<file path="src/rtl/fifo_stream_reader_pkg.sv">
// fifo_stream_reader_pkg: shared constants and FSM encoding for the FIFO stream reader
// Contents: skid depth, occupancy width, read-issue FSM state type.
package fifo_stream_reader_pkg;
    localparam int FSR_SKID_DEPTH = 3;
    localparam int FSR_OCC_W      = 2;
    typedef enum logic [1:0] {
        IDLE  = 2'd0,
        FILL  = 2'd1,
        STALL = 2'd2,
        DRAIN = 2'd3
    } fsr_state_e;
endpackage

</file>
<file path="src/rtl/fsr_skid_buf.sv">
// fsr_skid_buf: 3-entry register FIFO absorbing the FIFO read latency
// Ports: clk, rst (sync active-high), push/din write side, pop/head read side, occ entry count.
module fsr_skid_buf
    import fifo_stream_reader_pkg::*;
#(
    parameter int DATA_WIDTH = 8
) (
    input  logic                  clk,
    input  logic                  rst,
    input  logic                  push,
    input  logic [DATA_WIDTH-1:0] din,
    input  logic                  pop,
    output logic [DATA_WIDTH-1:0] head,
    output logic [FSR_OCC_W-1:0]  occ
);
    logic [DATA_WIDTH-1:0] mem [FSR_SKID_DEPTH];
    logic [FSR_OCC_W-1:0]  wr_idx;
    // entry 0 is always the head; a simultaneous pop shifts the write slot down by one
    assign wr_idx = pop ? occ - FSR_OCC_W'(1) : occ;
    assign head   = mem[0];
    always_ff @(posedge clk) begin
        if (rst) begin
            occ <= '0;
            for (int i = 0; i < FSR_SKID_DEPTH; i++) mem[i] <= '0;
        end else begin
            if (pop) for (int i = 0; i < FSR_SKID_DEPTH - 1; i++) mem[i] <= mem[i+1];
            if (push) mem[wr_idx] <= din;
            occ <= occ + FSR_OCC_W'(push) - FSR_OCC_W'(pop);
        end
    end
endmodule

</file>
<file path="src/rtl/fifo_stream_reader.sv">
// fifo_stream_reader: turns a 1-cycle-latency FIFO read port into a framed valid/ready stream
// Ports: clk, rst (sync active-high), enable, fifo_empty/fifo_data/fifo_rd_en (FIFO read port),
//        m_valid/m_ready/m_data/m_last (output stream), word_count (only with FSR_COUNT_EN).
// Build option FSR_COUNT_EN adds the CNT_WIDTH parameter and the word_count handshake counter.
module fifo_stream_reader
    import fifo_stream_reader_pkg::*;
#(
    parameter int DATA_WIDTH = 8,
    parameter int BURST_LEN  = 4
`ifdef FSR_COUNT_EN
    , parameter int CNT_WIDTH = 16
`endif
) (
    input  logic                  clk,
    input  logic                  rst,
    input  logic                  enable,
    input  logic                  fifo_empty,
    input  logic [DATA_WIDTH-1:0] fifo_data,
    output logic                  fifo_rd_en,
    output logic                  m_valid,
    input  logic                  m_ready,
    output logic [DATA_WIDTH-1:0] m_data,
    output logic                  m_last
`ifdef FSR_COUNT_EN
    , output logic [CNT_WIDTH-1:0] word_count
`endif
);
    localparam int BW = BURST_LEN > 1 ? $clog2(BURST_LEN) : 1;
    logic [FSR_OCC_W-1:0] occ;
    logic [FSR_OCC_W:0]   lvl_d;
    logic                 inflight, hs;
    logic [BW-1:0]        bidx;
    fsr_state_e           state, state_d;
    fsr_skid_buf #(.DATA_WIDTH(DATA_WIDTH)) u_buf (
        .clk  (clk),
        .rst  (rst),
        .push (inflight),
        .din  (fifo_data),
        .pop  (hs),
        .head (m_data),
        .occ  (occ)
    );
    assign m_valid    = occ != '0;
    assign hs         = m_valid & m_ready;
    assign m_last     = m_valid & (bidx == BW'(BURST_LEN - 1));
    // STALL is exactly "buffered + in-flight words fill the skid buffer", so m_ready never reaches rd_en
    assign fifo_rd_en = ~rst & enable & ~fifo_empty & (state != STALL);
    always_comb begin
        lvl_d   = {1'b0, occ} + {2'b0, inflight} - {2'b0, hs} + {2'b0, fifo_rd_en};
        state_d = lvl_d == (FSR_OCC_W+1)'(FSR_SKID_DEPTH) ? STALL :
                  fifo_rd_en                              ? FILL  :
                  lvl_d == '0                             ? IDLE  : DRAIN;
    end
    always_ff @(posedge clk) begin
        if (rst) begin
            state    <= IDLE;
            inflight <= 1'b0;
            bidx     <= '0;
        end else begin
            state    <= state_d;
            inflight <= fifo_rd_en;
            if (hs) bidx <= m_last ? '0 : bidx + BW'(1);
        end
    end
`ifdef FSR_COUNT_EN
    always_ff @(posedge clk) begin
        if (rst) word_count <= '0;
        else if (hs) word_count <= word_count + CNT_WIDTH'(1);
    end
`endif
endmodule

</file>
<file path="config.mk">
export PLATFORM = sky130hd
export DESIGN_NAME = fifo_stream_reader
export DESIGN_NICKNAME = d
export VERILOG_FILES = /design/src/rtl/fifo_stream_reader_pkg.sv /design/src/rtl/fsr_skid_buf.sv /design/src/rtl/fifo_stream_reader.sv
export SDC_FILE = /design/constraint.sdc
export NUM_CORES = 1
export LEC_CHECK = 0
export CAP_MARGIN = 20
export CORE_AREA = 2 2 70 72
export CTS_CLUSTER_SIZE = 16
export DETAILED_ROUTE_END_ITERATION = 6
export DIE_AREA = 0 0 72 74
export HOLD_SLACK_MARGIN = 0.05
export RECOVER_POWER = 100
export SLEW_MARGIN = 20
export SYNTH_ARGS = -nofsm -noshare
export SYNTH_HDL_FRONTEND = slang
export SYNTH_HIERARCHICAL = 1
export SYNTH_SLANG_ARGS = --single-unit
</file>
<file path="constraint.sdc">
create_clock -name clk -period 3.75 [get_ports clk]
set_clock_uncertainty 0.15 [all_clocks]
set_input_delay 0.75 -clock clk [delete_from_list [all_inputs] [get_ports clk]]
set_output_delay 0.75 -clock clk [all_outputs]
set_load 0.01 [all_outputs]
</file>
==> run metrics <==
status completed; area grow syn2layout 25.4%; Syn Nets between 100 and 150; DR iter-0 viols 31; PwrDens 595 mW/mm²; largest family of logic cells by synthesized area simple AND/OR/NAND/NOR gates; WS Path Type input pin to output pin; Critical Path RT about 2900 ps; root buf cell clkbuf_8; Tot GR Track Use roughly 11%; cell mode on critical path dlygate4sd3_1; first-pass GRT wire length approximately 4500 µm; post-synthesis adder-cell area fraction 5.88%; Mean Syn Cell Area 12.1 µm²; Post-synth EDFFs 24; Crit path max-delay family buffers and inverters; total CTS buffers 5; postcts setup bufs 0; share of the synthesized area in the top cell type a little under half; global route overflow 0; post-synthesis compound-gate area fraction between 8 and 9%; largest fanout on the critical path 4; top-count cell post-synth edfxtp_1; vias in the first global route ~1000; TritonCTS clock tree done; Critical Path Sink Type output pin; number of cell rows 25; core area about 0.0046 mm²; fmax approximately 0.29 GHz; Post-CTS Resized 0; CP peak stage delay 620 ps; Pins Over Slew Limit 0; Nets approximately 180; Cell Chain, Critical Path dlygate4sd3_1, or3b_2, nor2_1, dlygate4sd3_1; WP data arrival ~2600 ps; Die Ht roughly 74 µm; Post-DP Area 0.00183 mm²; CTS Hold Bufs 0; post-synthesis mux area share ~6.5%; Max-Cap Viols 0; Yosys warning count 6; worst skew pair latency ~270 ps; PortBufs 23; DRT Pass-1 Iters 4; Die ar. 0.00533 mm²; vias per cell 4.67; crit path time final approximately 3400 ps; CP Launch Type input pin; top cells by area, synth edfxtp_1 (47%), dfxtp_1 (9.1%), mux2i_1 (6.5%); starting density of the core 33.3%; layout cells sized above 1 under 10%; drt total wl around 2700 µm; Yosys reg bits 31; sequential fraction of the synthesis area roughly 56%; Post-Syn Area roughly 0.0015 mm²; wire length per cell around 13 µm; setup violators final 0; CTS H-tree lvls 2; Tightest Hold Check Type register to register; CTS Sinks 31; Synth area leader edfxtp_1; post-synth cell types 30; Hold Fails Final Rpt 0; worst vdd ir approximately 240 µV; Gate Count Post-Synth approximately 130; XOR/XNOR share of the synthesized area about 2.3%; Clk pin slew, worst setup/hold paths around 60 ps; simple-gate share of the synthesized area 15.5%; initial antenna violation count 0; Slowest cell on crit path dlygate4sd3_1; die width a little over 70 µm; CP Buf/Inv Count 2; final core utilization between 40% and 50%; Post-synth top flop edfxtp_1; ANT nets after route 0; Setup TNS 0 ps; GPL Wtd Cong 0.734; Rel. slew slack between 50% and 60%; Async S/R FF share, synth 0%; LEAKAGE between 0.8 and 0.9 nW; largest net degree at the start of global routing 12; Antenna Cells 0; Final Cycle Share 91.9%; final instance area about 0.0019 mm²; dpl hpwl ~2100 µm; clock tree buffer depth 2; Via Count 990; DRC viols 0; Post-synth top cells edfxtp_1 (24), inv_1 (17), nand2_1 (11); IO Count 24; RSZ-0062 raised after global routing false; Worst-Margin Slew around 700 ps
-- kinds of logic after synthesis --
kind of cell    after synthesis
buf+inv                      19
flops                        31
fa+ha+maj                     6
mux                          10
xor+xnor                      4
simple gates                 42
compound gates               15
-- report_power, final --
group          internal, W  switching, W
Sequential        0.000447     0.0000346
Combinational     0.000166      0.000183
Clock             0.000194      0.000118
-- registers in the layout (all words and copies together) (netlist names) --
signal and count:
bidx 2, u_buf/occ 2, state 2, inflight 1
u_buf/mem 24
-- worst register-to-register path, cell delays in order (launching register included) --
cell	delay [ps]
dfxtp_1	400
o21ai_0	420
inv_1	230
ha_1	350
fa_1	370
inv_1	80
fa_1	430
nand2b_1	180
mux2i_1	200
a2111oi_2	80
-- through the flow --
| stage | hold WS, ps | setup slack [ps] | total power (W) | cells |
|---|---|---|---|---|
| after global placement | 332 | 278 | 0.000836 | 204 |
| after floorplan | 318 | 638 | 0.000734 | 127 |
| after global routing | 394 | 181 | 0.00123 | 212 |
| after CTS | 366 | 385 | 0.00118 | 212 |
| after detailed placement | 351 | 95.8 | 0.000860 | 204 |
| final | 356 | 304 | 0.00114 | 212 |
-- layout by cell type (no fill, tap or decap), drive strengths merged, types with 4 or more instances in the layout --
cell and n:
inv 17, mux2i 10, nand2 11, ha 4
a22o 8, nand2b 4, clkbuf 6, clkdlybuf4s50 10
dfxtp 7, and2 9, dlygate4sd3 13, nor2 7
edfxtp 24
-- cell type report --
type,count,area [µm²]
multi-input cells,77,581
fillers,428,2680
well taps,54,67.6
inverters,17,63.8
repair buffers,25,241
clock buffers,5,68.8
flip-flops and latches,31,861
clock inverters,3,38.8
-- routing by layer --
metal / GRT usage [%] / routed length (µm) / up-vias / part of all wire, %
li1: - / - / 495 / -
met1: 11.6 / 1120 / 473 / 42
met2: 21.3 / 1430 / 20 / 54
met4: 2.52 / 8 / 0 / 0.30
met3: 4.61 / 100 / 2 / 3.8
met5: 0 / 0 / - / 0
-- path summary, 6_finish.rpt --
check / startpoint / endpoint / slack, ps / cells past startpoint
worst min register to register: bidx[1] / bidx[1] / 360 / 2
worst min-delay path: bidx[1] / bidx[1] / 360 / 2
worst max register to register: u_buf/occ[1] / state[1] / 740 / 9
worst max-delay path: enable / fifo_rd_en / 300 / 4
Power figures use the tool's default switching activity.
